[config.mk]
export PLATFORM = sky130hd
export DESIGN_NAME = nrzi_frame_receiver
export DESIGN_NICKNAME = d
export VERILOG_FILES = /design/src/rtl/nrzi_frame_receiver.sv
export SDC_FILE = /design/constraint.sdc
export NUM_CORES = 1
export LEC_CHECK = 0
export CELL_PAD_IN_SITES_DETAIL_PLACEMENT = 1
export CELL_PAD_IN_SITES_GLOBAL_PLACEMENT = 1
export CORE_MARGIN = 10
export CORE_UTILIZATION = 48
export DETAILED_ROUTE_END_ITERATION = 8
export GPL_TIMING_DRIVEN = 0
export PLACE_DENSITY = 0.95
export SYNTH_ARGS = -nofsm -noshare
export SYNTH_HDL_FRONTEND = slang
export SYNTH_SLANG_ARGS = --single-unit
[constraint.sdc]
create_clock -name clk -period 4.5 [get_ports clk]
set_clock_uncertainty 0.15 [all_clocks]
set_input_delay 0.45 -clock clk [delete_from_list [all_inputs] [get_ports clk]]
set_output_delay 0.45 -clock clk [all_outputs]
set_load 0.02 [all_outputs]
[src/rtl/nrzi_frame_receiver.sv]
// Toggle-encoded serial receiver: recovers bits by XOR with the previous level, hunts for a
// sync word, deserialises LSB-first words and offers them on a valid/ready port.
module nrzi_frame_receiver #(
  parameter int unsigned       DATA_W    = 8,
  parameter int unsigned       SYNC_W    = 8,
  parameter logic [SYNC_W-1:0] SYNC      = SYNC_W'(8'h7E),
  parameter int unsigned       IDLE_BITS = 16
) (
  input  logic              clk,
  input  logic              rst,
  input  logic              bit_en,
  input  logic              line_in,
  input  logic              out_ready,
  input  logic              ovf_clr,
  output logic [DATA_W-1:0] data_out,
  output logic              data_valid,
  output logic              in_frame,
  output logic              overflow
);

  localparam int unsigned CntW  = (DATA_W > 1) ? $clog2(DATA_W) : 1;
  localparam int unsigned ZeroW = $clog2(IDLE_BITS + 1);

  typedef enum logic [0:0] {StHunt, StData} state_e;

  state_e              state_q, state_d;
  logic                prev_q, prev_d;
  logic [SYNC_W-1:0]   sr_q, sr_d;
  logic [DATA_W-1:0]   asm_q, asm_d;
  logic [CntW-1:0]     bit_cnt_q, bit_cnt_d;
  logic [ZeroW-1:0]    zero_cnt_q, zero_cnt_d;
  logic [DATA_W-1:0]   data_q, data_d;
  logic                valid_q, valid_d;
  logic                ovf_q, ovf_d;

  logic                dec;
  logic                word_done;
  logic                ovf_set;
  logic                last_bit;
  logic [DATA_W-1:0]   word;
  logic [ZeroW-1:0]    zero_next;

  always_comb begin
    state_d    = state_q;
    prev_d     = prev_q;
    sr_d       = sr_q;
    asm_d      = asm_q;
    bit_cnt_d  = bit_cnt_q;
    zero_cnt_d = zero_cnt_q;
    word_done  = 1'b0;
    dec        = line_in ^ prev_q;
    word       = {dec, asm_q[DATA_W-1:1]};
    last_bit   = (bit_cnt_q == CntW'(DATA_W - 1));
    zero_next  = dec ? '0 : zero_cnt_q + 1'b1;

    if (bit_en) begin
      prev_d = line_in;
      unique case (state_q)
        StHunt: begin
          sr_d = {dec, sr_q[SYNC_W-1:1]};
          if ({dec, sr_q[SYNC_W-1:1]} == SYNC) begin
            state_d    = StData;
            asm_d      = '0;
            bit_cnt_d  = '0;
            zero_cnt_d = '0;
          end
        end
        StData: begin
          asm_d      = word;
          zero_cnt_d = zero_next;
          bit_cnt_d  = last_bit ? '0 : bit_cnt_q + 1'b1;
          // Idle abort takes priority over a word finishing on the same bit.
          if (zero_next == ZeroW'(IDLE_BITS)) begin
            state_d    = StHunt;
            sr_d       = '0;
            asm_d      = '0;
            bit_cnt_d  = '0;
            zero_cnt_d = '0;
          end else if (last_bit) begin
            word_done = 1'b1;
          end
        end
        default: state_d = StHunt;
      endcase
    end
  end

  always_comb begin
    data_d  = data_q;
    valid_d = valid_q;
    ovf_d   = ovf_q;
    ovf_set = word_done && valid_q && !out_ready;
    if (word_done && !ovf_set) begin
      data_d  = word;
      valid_d = 1'b1;
    end else if (valid_q && out_ready) begin
      valid_d = 1'b0;
    end
    if (ovf_clr) ovf_d = 1'b0;
    if (ovf_set) ovf_d = 1'b1;
  end

  always_ff @(posedge clk or negedge rst) begin
    if (!rst) begin
      state_q    <= StHunt;
      prev_q     <= 1'b1;
      sr_q       <= '0;
      asm_q      <= '0;
      bit_cnt_q  <= '0;
      zero_cnt_q <= '0;
      data_q     <= '0;
      valid_q    <= 1'b0;
      ovf_q      <= 1'b0;
    end else begin
      state_q    <= state_d;
      prev_q     <= prev_d;
      sr_q       <= sr_d;
      asm_q      <= asm_d;
      bit_cnt_q  <= bit_cnt_d;
      zero_cnt_q <= zero_cnt_d;
      data_q     <= data_d;
      valid_q    <= valid_d;
      ovf_q      <= ovf_d;
    end
  end

  assign data_out   = data_q;
  assign data_valid = valid_q;
  assign in_frame   = (state_q == StData);
  assign overflow   = ovf_q;

endmodule
# Yosys cells after proc, flatten, opt, wreduce, memory -nomap -nowiden

Cells that the tools add are included.

Register bits after elaboration: 36
Input bits: 6
Word-level logic and storage cells: 52

Add/sub/neg operators: 2
Equality and inequality tests: 5
Multiplexer cells: 24
Bitwise gates (word level): 2
Reductions and logical operators: 10

Operators with widths:

| operator                                                        | number |
|---|---|
| 8-bit case mux with 2 select lines                              | 2 |
| 8-bit two-way mux                                               | 3 |
| 5-bit two-way mux                                               | 3 |
| 1-bit two-way mux                                               | 10 |
| 5-bit case mux with 2 select lines                              | 1 |
| 3-bit two-way mux                                               | 3 |
| 8-bit by 7-bit == test with 1-bit output, second input constant | 1 |
| 3-bit case mux with 2 select lines                              | 1 |
| 5-bit by 1-bit adder with 5-bit output, second input constant   | 1 |
| 5-bit == test, second input constant                            | 1 |
| 1-bit logical AND                                               | 4 |
| 2-bit AND reduction                                             | 2 |
| 2-bit nonzero test                                              | 2 |
| 3-bit by 1-bit adder with 3-bit output, second input constant   | 1 |
| 3-bit == test, second input constant                            | 1 |
| 1-bit logical NOT                                               | 2 |
| 2-bit by 1-bit != test with 1-bit output, second input constant | 1 |
| 2-bit != test, second input constant                            | 1 |
| 1-bit case mux with 2 select lines                              | 1 |
| 1-bit inverter                                                  | 1 |
| 1-bit bitwise XOR                                               | 1 |

# Logic depth before layout (Yosys ltp)

Depth in word-level cells: 11
Depth in mapped cells: 7
Gate-level depth less buffers: 6

# Worst setup path after synthesis

OpenSTA, ideal clock, no wires.

Path type: reg2reg
Start point: register zero_cnt_q[0]
End point: register data_q[0], in the netlist data_out[0]
Setup time: 0.125 ns
Arrival: 1.818 ns
Required time: 4.225 ns
Slack: 2.407 ns
Cell stages (with the launch flop): 7
Buffers on the path: 1
Clock period less this slack: 2.093 ns
Cell sequence: dfrtp_1 > ha_1 > and4b_1 > a22oi_4 > o21a_1 > buf_6 > mux2_4

Cells in the longest elaborated chain, start to end: 10

RTL lines:

| what                                       | line | source |
|---|---|---|
| from (decl)                                | 31   | `logic [ZeroW-1:0] zero_cnt_q, zero_cnt_d;` |
| from (signal assigned)                     | 120  | `zero_cnt_q <= zero_cnt_d;` |
| 5-bit by 1-bit adder with 5-bit output (*) | 54   | `zero_next = dec ? '0 : zero_cnt_q + 1'b1;` |
| 5-bit two-way mux (*)                      | 54   |  |
| 5-bit == test (*)                          | 73   | `if (zero_next == ZeroW'(IDLE_BITS)) begin` |
| 1-bit two-way mux (*)                      | 73   |  |
| 1-bit two-way mux (*)                      | 58   | `unique case (state_q)` |
| 1-bit two-way mux (*)                      | 56   | `if (bit_en) begin` |
| 1-bit logical AND (2 in a row)             | 92   | `ovf_set = word_done && valid_q && !out_ready;` |
| 1-bit logical NOT                          | 93   | `if (word_done && !ovf_set) begin` |
| 1-bit logical AND (*)                      | 93   |  |
| to (signal assigned)                       | 121  | `data_q <= data_d;` |
| to (decl)                                  | 32   | `logic [DATA_W-1:0] data_q, data_d;` |

Every way passes the cells marked *; elsewhere a longest branch is shown, timed or not.
A chain may end at the register's enable or synchronous reset.

# Worst setup path after layout

Start point: register zero_cnt_q[0]
End point: register data_q[5], in the netlist data_out[5]

The elaborated chain is that of the path after synthesis.

==> metrics.md <==
| Metric | Value |
|---|---|
| Total Wirelength | 4.04 mm |
| Min-delay worst type | input port to asynchronous set/reset pin |
| Dpl ws | just over 2 ns |
| Primary FF master, synth | dfrtp_1 |
| Syn_area_per_cell | 11.8 sq um |
| First-pass GRT wire length | 7.11 mm |
| Hold Worst Slack | 0.0196 ns |
| Clock Power Share | 30.6% |
| Global route overflow | 0 |
| Vias per Instance | between 5 and 6 |
| Synth top cells by count | dfrtp_1, o21ai_0, inv_1 |
| Number of nets in the layout | between 150 and 200 |
| Drt pass-1 iters | 4 |
| Max Slew Vio Count | 0 |
| Final Critical Period | between 2 and 2.5 ns |
| CTS Buffer Depth | 2 |
| Starting Density | 50.8% |
| CTS buffer count | 5 |
| H-Tree Level Count | 2 |
| Slew headroom | between 50% and 60% |
| Core Util, Final | about 59% |
| Comb pwr share | between 10% and 20% |
| Post-Layout Cell Count | about 220 |
| Fillers | about 360 |
| WL/cell | 18.8 um |
| Synth Warn # | 0 |
| Post-Syn Instances | between 100 and 150 |
| Max-cap viol count | 0 |
| Initial antenna violation count | 0 |
| # resized after CTS | 0 |
| Later-pin clock latency in the skew report | 0.33 ns |
| Placed Cells | 207 |
| Worst Setup Start Kind | flop |
| GRT Resource Usage Total | 14.0% |
| RSZ-0062 raised after global routing | no |
| Inserted Diodes | 0 |
| Root buffer cell | clkbuf_4 |
| Standard-cell rows | 21 |
| Synth Area in Simple Gates | 7.05% |
| Cell taking the most area after synthesis | dfrtp_1 |
| Multiplexer share of the synthesized area | between 7 and 8% |
| Fmax | approximately 0.44 GHz |
| Pint | roughly 0.42 mW |
| Hold Vio Cnt, Final | 0 |
| CP max FO | 7 |
| CTS sink cnt | 34 |
| DRC viols | 0 |
| Area fraction in compound gates after synthesis | a little under a quarter |
| Syn Std Cell Area | between 1500 and 2000 sq um |
| Area Overhead vs Synth | 15.3% |
| Die W | about 80 um |
| Worst-margin pin slew | 0.748 ns |
| Crit share post-route | between 50% and 60% |
| Seq cells post-synth | 34 |
| Synthesized-area fraction occupied by adder cells | under 10% |
| Most common cell in the netlist | dfrtp_1 |
| Total power | between 0.5 and 0.6 mW |
| Net Sw Frac | 26.4% |
| Switching power | ~0.15 mW |
| Worst Slack Setup Final | roughly 2.2 ns |
| CP arrival | approximately 2.4 ns |
| Post-Syn Nets | ~160 |
| Ranking of synthesized cells by area | dfrtp_1, mux2_4, o21ai_0, inv_1, a22oi_1 |
| Outcome | finished clean |
| Final setup vio count | 0 |
| Die height | 79.9 um |
| Port Buffers | 15 |
| Post-synthesis sequential area ratio | 49.5% |
| Hold-fix buffers at CTS | 0 |
| Yosys top cell area share | 48.0% |
| Lkg Pwr | approximately 0.86 nW |
| Cell area after layout | 1980 sq um |
| DRT antenna net count | 0 |
| Setup_tns | 0 ns |
| Via count | around 1300 |
| Clk pin slew, worst setup/hold paths | approximately 0.11 ns |
| Pwr dens | 290 nW/um^2 |
| Post-Synth XOR/XNOR Area | roughly 3.6% |
| DP Area | roughly 1900 sq um |
| Placer congestion estimate | ~0.76 |
| I/O pins | 17 |
| Die ar. | ~6400 sq um |
| CTS tree | done |
| Sequential Power Share | around three fifths |
| Placeable Area | roughly 3400 sq um |
| Maximum VDD drop | ~0.00022 V |
| Initial DRC Count | 84 |
| Share of post-route cells with drive strength above 1 | slightly below 20% |
| Number of global-route vias before repair | 1429 |
| Main combinational cell family by area after synthesis | compound AO/OA/AOI/OAI gates |
| Critical Path End Type | flop |
| Pin count of the biggest net entering global routing | 35 |
| Setup Buffers After CTS | 0 |
| Asr flop ratio synth | 100% |
| Crit Path Category | flop to flop |
| Post-synth EDFFs | 0 |
| HPWL after DPL | 3.06 mm |
| CP Data Required Time | roughly 4.6 ns |
| Yosys cell types | 45 |
## cells by family after synthesis
kind of cell             Yosys count
flip-flops                        34
AND/OR/NAND/NOR                   19
adder cells (fa/ha/maj)            3
AO/OA/AOI/OAI                     51
XOR/XNOR                           5
buffers and inverters             25
multiplexers                       9
## worst paths after layout
| kind | endpoint | start | cells past startpoint | slack [ns] |
|---|---|---|---|---|
| worst max-delay path | data_out[5]$_DFFE_PN0P_ | zero_cnt_q[0]$_DFFE_PN0P_ | 6 | 2.22 |
| worst min-delay path | asm_q[6]$_DFFE_PN0P_ | rst | 1 | 0.02 |
| max in group asynchronous | sr_q[5]$_DFFE_PN0P_ | rst | 1 | 3.69 |
| worst max register to register | data_out[5]$_DFFE_PN0P_ | zero_cnt_q[0]$_DFFE_PN0P_ | 6 | 2.22 |
| worst min register to register | bit_cnt_q[0]$_DFFE_PN0P_ | bit_cnt_q[0]$_DFFE_PN0P_ | 1 | 0.35 |
| min in group clk | in_frame$_DFFE_PN0P_ | bit_en | 2 | 0.32 |
## power groups by stage
stage          sequential (mW)  combinational, mW  clock, mW
6_report                 0.340             0.0585      0.176
5_1_grt                  0.342             0.0676      0.195
4_1_cts                  0.340             0.0601      0.179
3_5_place_dp             0.346             0.0595          0
3_3_place_gp             0.343             0.0556          0
2_1_floorplan            0.341             0.0392          0
## cells in the final DEF, fill, tap and decap left out, types with 4 or more instances in the layout
cell type,n
buf_2,4
clkbuf_4,5
o21ai_0,18
o31ai_1,5
dfrtp_1,33
a22oi_1,7
nor2_1,4
mux2_4,7
clkdlybuf4s50_1,14
inv_1,15
## routing by layer
layer / wire (um) / vias to the layer above / GRT usage (%) / part of all wire [%]
li1: - / 573 / - / -
met1: 1700 / 648 / 16.2 / 42
met2: 2110 / 22 / 24.1 / 52
met3: 169 / 7 / 4.84 / 4.2
met4: 61 / 0 / 3.70 / 1.5
met5: 0 / - / 0 / 0
## worst max-delay path: stages (launching register included)
cell and delay (ns):
dfrtp_1 0.44, ha_1 0.38, and4b_1 0.24, a22oi_4 0.30
o21a_1 0.19, buf_6 0.15, mux2_4 0.31
## layout make-up
class	count	area (sq um)	area share, %
flip-flops and latches	34	852	43.0
clock buffers	7	55.1	2.78
inverters	16	60.1	3.03
repair buffers	15	145	7.32
clock inverters	1	5.00	0.252
well taps	46	57.6	2.90
multi-input cells	87	747	37.7
plain buffers	9	61.3	3.09
## flip-flops by register name, summed over array words and instances, names as in the netlist
| name | count |
|---|---|
| asm_q | 7 |
| bit_cnt_q | 3 |
| data_out | 8 |
| data_valid | 1 |
| in_frame | 1 |
| overflow | 1 |
| prev_q | 1 |
| sr_q | 7 |
| zero_cnt_q | 5 |
Note: power is estimated with default switching activity, not from simulation.
